==> src/rtl/cache_mem_arbiter_if.sv <==
// ---------------------------------------------------------------------------
// cache_mem_arbiter_if
//
// Line-granular memory port bundle. Used both between a cache and the
// arbiter, and between the arbiter and the memory model / burst adapter.
//
//   addr   requester -> responder  line address
//   read   requester -> responder  refill request / command
//   write  requester -> responder  write-back request / command
//   wdata  requester -> responder  write-back line
//   rdata  responder -> requester  refill line, valid with resp
//   resp   responder -> requester  one-cycle completion pulse
//
// Modports: master = requester side, slave = responder side.
// ---------------------------------------------------------------------------
interface cache_mem_arbiter_if #(
    parameter int ADDR_WIDTH = 32,
    parameter int LINE_WIDTH = 256
);
    logic [ADDR_WIDTH-1:0] addr;
    logic                  read;
    logic                  write;
    logic [LINE_WIDTH-1:0] wdata;
    logic [LINE_WIDTH-1:0] rdata;
    logic                  resp;

    modport master (output addr, read, write, wdata, input  rdata, resp);
    modport slave  (input  addr, read, write, wdata, output rdata, resp);
endinterface

==> src/rtl/cache_mem_arbiter.sv <==
// ---------------------------------------------------------------------------
// cache_mem_arbiter
//
// Shares one line-granular memory port (dfp) between the instruction cache
// (client 0) and the data cache (client 1). A winning request is latched into
// the dfp registers, held until dfp.resp, and the response is routed back to
// the granted client. One transaction is outstanding at a time.
//
// Ports:
//   clk       single clock, rising edge
//   rst       asynchronous, active-high reset
//   c0        slave port from the icache
//   c1        slave port from the dcache
//   dfp       master port to memory (addr/read/write/wdata registered)
//   busy      a transaction is outstanding
//   grant_id  client owning dfp, valid while busy
//
// Configuration macro:
//   CACHE_ARB_RR_EN  defined   -> round-robin on ties (last-served pointer)
//                    undefined -> fixed priority, client 1 wins ties
// ---------------------------------------------------------------------------
module cache_mem_arbiter #(
    parameter int ADDR_WIDTH = 32,
    parameter int LINE_WIDTH = 256
) (
    input  logic                       clk,
    input  logic                       rst,
    cache_mem_arbiter_if.slave         c0,
    cache_mem_arbiter_if.slave         c1,
    cache_mem_arbiter_if.master        dfp,
    output logic                       busy,
    output logic                       grant_id
);

    typedef enum logic {
        IDLE = 1'b0,
        BUSY = 1'b1
    } state_t;

    state_t                state;
    logic                  req0;
    logic                  req1;
    logic                  win;
    logic [ADDR_WIDTH-1:0] sel_addr;
    logic                  sel_read;
    logic                  sel_write;
    logic [LINE_WIDTH-1:0] sel_wdata;

    assign req0 = c0.read | c0.write;
    assign req1 = c1.read | c1.write;

`ifdef CACHE_ARB_RR_EN
    logic last_served;

    // On a tie the client that was not served last wins.
    assign win = req1 & (~req0 | ~last_served);
`else
    assign win = req1;
`endif

    // Winner's request; read has precedence over write on an illegal dual request.
    always_comb begin
        sel_addr  = win ? c1.addr  : c0.addr;
        sel_wdata = win ? c1.wdata : c0.wdata;
        sel_read  = win ? c1.read  : c0.read;
        sel_write = (win ? c1.write : c0.write) & ~sel_read;
    end

    // NOTE: sequential state uses non-blocking assignments only, so every
    // register samples values from before the edge regardless of statement order.
    always_ff @(posedge clk or posedge rst) begin
        if (rst) begin
            state     <= IDLE;
            dfp.addr  <= '0;
            dfp.read  <= 1'b0;
            dfp.write <= 1'b0;
            dfp.wdata <= '0;
            grant_id  <= 1'b0;
`ifdef CACHE_ARB_RR_EN
            last_served <= 1'b1;
`endif
        end else begin
            case (state)
                IDLE: begin
                    if (req0 | req1) begin
                        dfp.addr  <= sel_addr;
                        dfp.read  <= sel_read;
                        dfp.write <= sel_write;
                        dfp.wdata <= sel_wdata;
                        grant_id  <= win;
`ifdef CACHE_ARB_RR_EN
                        last_served <= win;
`endif
                        state     <= BUSY;
                    end
                end
                BUSY: begin
                    // Client inputs are not looked at here, so the request still
                    // held in the dfp.resp cycle cannot cause a regrant.
                    if (dfp.resp) begin
                        dfp.read  <= 1'b0;
                        dfp.write <= 1'b0;
                        state     <= IDLE;
                    end
                end
            endcase
        end
    end

    assign busy = (state == BUSY);

    // Completion is routed combinationally; a resp seen in IDLE is dropped.
    assign c0.resp  = busy & dfp.resp & ~grant_id;
    assign c1.resp  = busy & dfp.resp &  grant_id;

    // Broadcast: only the client with resp high consumes the line.
    assign c0.rdata = dfp.rdata;
    assign c1.rdata = dfp.rdata;

    // A client must never raise read and write together.
    c0_one_cmd: assert property (@(posedge clk) disable iff (rst) !(c0.read && c0.write));
    c1_one_cmd: assert property (@(posedge clk) disable iff (rst) !(c1.read && c1.write));

endmodule

==> src/flat_wrapper.sv <==
// flat-port wrapper written by rule: the top's interface ports become plain ports
module cache_mem_arbiter_flat 
#(
    parameter int ADDR_WIDTH = 32,
    parameter int LINE_WIDTH = 256
)
  (clk, rst, busy, grant_id, c0_addr, c0_read, c0_write, c0_wdata, c0_rdata, c0_resp, c1_addr, c1_read, c1_write, c1_wdata, c1_rdata, c1_resp, dfp_addr, dfp_read, dfp_write, dfp_wdata, dfp_rdata, dfp_resp);
  cache_mem_arbiter_if #(.ADDR_WIDTH(ADDR_WIDTH), .LINE_WIDTH(LINE_WIDTH)) c0_i ();
  cache_mem_arbiter_if #(.ADDR_WIDTH(ADDR_WIDTH), .LINE_WIDTH(LINE_WIDTH)) c1_i ();
  cache_mem_arbiter_if #(.ADDR_WIDTH(ADDR_WIDTH), .LINE_WIDTH(LINE_WIDTH)) dfp_i ();
  input  logic clk;
  input  logic rst;
  output logic busy;
  output logic grant_id;
  input wire logic [$bits(c0_i.addr)-1:0] c0_addr;
  input wire logic [$bits(c0_i.read)-1:0] c0_read;
  input wire logic [$bits(c0_i.write)-1:0] c0_write;
  input wire logic [$bits(c0_i.wdata)-1:0] c0_wdata;
  output wire logic [$bits(c0_i.rdata)-1:0] c0_rdata;
  output wire logic [$bits(c0_i.resp)-1:0] c0_resp;
  input wire logic [$bits(c1_i.addr)-1:0] c1_addr;
  input wire logic [$bits(c1_i.read)-1:0] c1_read;
  input wire logic [$bits(c1_i.write)-1:0] c1_write;
  input wire logic [$bits(c1_i.wdata)-1:0] c1_wdata;
  output wire logic [$bits(c1_i.rdata)-1:0] c1_rdata;
  output wire logic [$bits(c1_i.resp)-1:0] c1_resp;
  output wire logic [$bits(dfp_i.addr)-1:0] dfp_addr;
  output wire logic [$bits(dfp_i.read)-1:0] dfp_read;
  output wire logic [$bits(dfp_i.write)-1:0] dfp_write;
  output wire logic [$bits(dfp_i.wdata)-1:0] dfp_wdata;
  input wire logic [$bits(dfp_i.rdata)-1:0] dfp_rdata;
  input wire logic [$bits(dfp_i.resp)-1:0] dfp_resp;
  assign c0_i.addr = c0_addr;
  assign c0_i.read = c0_read;
  assign c0_i.write = c0_write;
  assign c0_i.wdata = c0_wdata;
  assign c0_rdata = c0_i.rdata;
  assign c0_resp = c0_i.resp;
  assign c1_i.addr = c1_addr;
  assign c1_i.read = c1_read;
  assign c1_i.write = c1_write;
  assign c1_i.wdata = c1_wdata;
  assign c1_rdata = c1_i.rdata;
  assign c1_resp = c1_i.resp;
  assign dfp_addr = dfp_i.addr;
  assign dfp_read = dfp_i.read;
  assign dfp_write = dfp_i.write;
  assign dfp_wdata = dfp_i.wdata;
  assign dfp_i.rdata = dfp_rdata;
  assign dfp_i.resp = dfp_resp;
  cache_mem_arbiter #(.ADDR_WIDTH(ADDR_WIDTH), .LINE_WIDTH(LINE_WIDTH)) u_core (.clk(clk), .rst(rst), .c0(c0_i), .c1(c1_i), .dfp(dfp_i), .busy(busy), .grant_id(grant_id));
endmodule
==> config.mk <==
export PLATFORM = sky130hd
export DESIGN_NAME = cache_mem_arbiter_flat
export DESIGN_NICKNAME = d
export VERILOG_FILES = /design/src/rtl/cache_mem_arbiter_if.sv /design/src/rtl/cache_mem_arbiter.sv /design/src/flat_wrapper.sv
export SDC_FILE = /design/constraint.sdc
export NUM_CORES = 1
export LEC_CHECK = 0
export BUFFER_PORTS_ARGS = -buffer_cell sky130_fd_sc_hd__buf_2
export CAP_MARGIN = 20
export CORE_AREA = 10 10 640 642
export DETAILED_ROUTE_END_ITERATION = 16
export DIE_AREA = 0 0 650 652
export PLACE_DENSITY = 0.3
export SLEW_MARGIN = 10
export SYNTH_ARGS = -nofsm -noshare
export SYNTH_HDL_FRONTEND = slang
export SYNTH_SLANG_ARGS = --single-unit
==> constraint.sdc <==
create_clock -name clk -period 14.9 [get_ports clk]
set_clock_uncertainty 0.05 [all_clocks]
set_input_delay 1.49 -clock clk [delete_from_list [all_inputs] [get_ports clk]]
set_output_delay 1.49 -clock clk [all_outputs]
set_load 0.02 [all_outputs]
==> results_dict.tcl <==
set metrics [dict create \
    outcome "finished clean" \
    nets 2658 \
    vdd_drop_max_v 0.0000821 \
    vias 12797 \
    cts.repair.resized 0 \
    clk_path_buf_depth 3 \
    p_per_area_nw_per_um2 195 \
    drt-initial-drc-count 550 \
    max_freq_mhz 184 \
    final_layout_size_suffix_gt1_share_pct 77.5 \
    initial_utilization_pct 4.57 \
    clock_sinks 292 \
    slew_headroom_pct 27.0 \
    core_area_sq_um 397000 \
    synth_area_sq_um 18200 \
    ant_nets 0 \
    synth_warnings 0 \
    cts_setup_buffers 0 \
    ys_seq_area_share_pct 40.2 \
    worstPathMaxFanout 131 \
    hold_viol_final 0 \
    htree_levels 2 \
    avgSynthCellArea_sq_um 12.4 \
    synth_area_leaders "dfrtp_1 40%, mux2_2 30%, buf_4 22%, mux2_1 6.1%, buf_2 1.2%" \
    setup_tns_ns 0 \
    total_power_mw 5.15 \
    ys_async_sr_fraction_pct 100 \
    yosysMostFrequentCell "buf_4" \
    post_drt_via_cell_ratio 1.80 \
    yosys.area.top_type "dfrtp_1" \
    critPathArrivalTime_ns 5.87 \
    maxCapViolCount 0 \
    dp_hpwl_mm 160 \
    routed_wl_mm 177 \
    ios 1645 \
    place_congestion 0.806 \
    drc 0 \
    crit_path_start_kind "input port" \
    grt_usage_pct 7.90 \
    syn_inst 1464 \
    rows 232 \
    antenna_found_initial 30 \
    die_area_sq_um 424000 \
    slew_violations 0 \
    clkTransAtPathRegs_ns 0.06 \
    period_share_pct 36.4 \
    port_buffers 876 \
    setup_violations 0 \
    cts_root_buf "clkbuf_16" \
    grt_max_degree 132 \
    wl_per_cell_microns 24.9 \
    worstPathRequired_ns 15.35 \
    grt_pass1_vias 14283 \
    p_leak_nw 9.85 \
    synth_cell_types 16 \
    grt_pass1_wl_mm 210 \
    die_height_microns 652 \
    post-route-min-period_ns 5.42 \
    syn2layout_area_growth_pct 45.4 \
    yosys_register_bits 292 \
    crit_type "in2reg" \
    drt_first_pass_iters 5 \
    cts_tree "done" \
    worst_pin_slew_ns 1.10 \
    cts_buffers 41 \
    grt_overflow 0 \
    rsz0062_at_grt "no" \
    syn-num-nets 2303 \
    synth.top_cell.area_share_pct 40.2 \
    worstSetupEndpointType "flop" \
    holdBufCountCts 0 \
    clk_latency_ns 0.65 \
    synthTopCellsByCount "523 x buf_4, 478 x mux2_2, 292 x dfrtp_1, 98 x mux2_1, 42 x buf_2" \
    die_x_microns 650 \
    min_path_type "reg2reg" \
    synth_edf_count 0 \
    postLayoutCoreUtil_pct 6.64 \
    synthFlopType "dfrtp_1" \
]
==> cells in the final DEF (no fill, tap or decap), types with 3 or more instances in the layout <==
| cell type | n |
|---|---|
| buf_2 | 876 |
| mux2_2 | 478 |
| dfrtp_1 | 292 |
| mux2_1 | 98 |
| clkbuf_16 | 41 |
| clkbuf_1 | 10 |
| buf_4 | 10 |
| clkbuf_8 | 7 |
| clkinv_2 | 6 |
| diode_2 | 4 |
| clkinvlp_4 | 4 |
| nand2_1 | 3 |
| bufinv_16 | 3 |
==> power by group <==
part	switching, mW	internal (mW)
registers	0.254	1.20
logic	1.82	0.831
clock network	0.445	0.601
total	2.52	2.63
==> worst paths after layout <==
check | start | end | slack, ns | cells after the start
worst max register to register | u_core.busy | u_core.dfp.wdata[224] | 10.49 | 6
max in group asynchronous | rst | u_core.dfp.wdata[123] | 11.12 | 5
worst max-delay path | c1_read | u_core.dfp.wdata[224] | 9.48 | 9
worst min register to register | u_core.dfp.wdata[103] | u_core.dfp.wdata[103] | 0.45 | 1
worst min-delay path | u_core.dfp.wdata[103] | u_core.dfp.wdata[103] | 0.45 | 1
min in group asynchronous | rst | u_core.dfp.addr[30] | 0.87 | 2
==> layer usage <==
metal	global-route usage, %	wire length, microns	vias up	part of all wire [%]
met5	0.454	268	-	0.15
met4	3.08	7880	8	4.4
met3	5.75	28200	255	16
met2	13.9	88600	1133	50
met1	6.87	52400	6197	30
li1	-	-	5204	-
==> logic make-up (layout without fill, tap and decap cells) <==
family,Yosys count,after routing,share of synthesized area [%]
compound gates,10,10,0.351
buf+inv,579,966,23.5
flops,292,292,40.2
mux,576,576,35.7
other cells,0,4,0
simple gates,7,7,0.159
==> worst max-delay path: stages <==
cell     delay, ns
buf_2         0.13
nor2_4        0.04
buf_4         0.39
a21oi_4       0.25
buf_12        0.53
buf_4         0.65
buf_4         0.73
buf_4         0.83
mux2_2        0.42
==> layout make-up <==
class,count,area (sq um)
clock inverters,17,225
flip-flops and latches,292,7310
multi-input cells,593,6600
inverters,3,18.8
clock buffers,58,1160
repair buffers,888,4500
well taps,5265,6590
diodes,4,10.0
fillers,46463,371000
==> per-stage QoR <==
stage               hold WS (ns)  instances  area, sq um  setup WS [ns]
finish                     0.449       7120        26400           9.48
global route               0.466       7118        26400           9.17
CTS                        0.454       7116        26400           9.42
detailed placement         0.440       7041        25000           8.73
global placement           0.439       7041        25000           8.77
floorplan                  0.578       1464        18200           5.30
==> sequential cells by signal, indices dropped and copies added (netlist names) <==
signal            cells
u_core.busy           1
u_core.dfp.addr      32
u_core.dfp.read       1
u_core.dfp.wdata    256
u_core.dfp.write      1
u_core.grant_id       1
(Power assumes the default switching activity.)
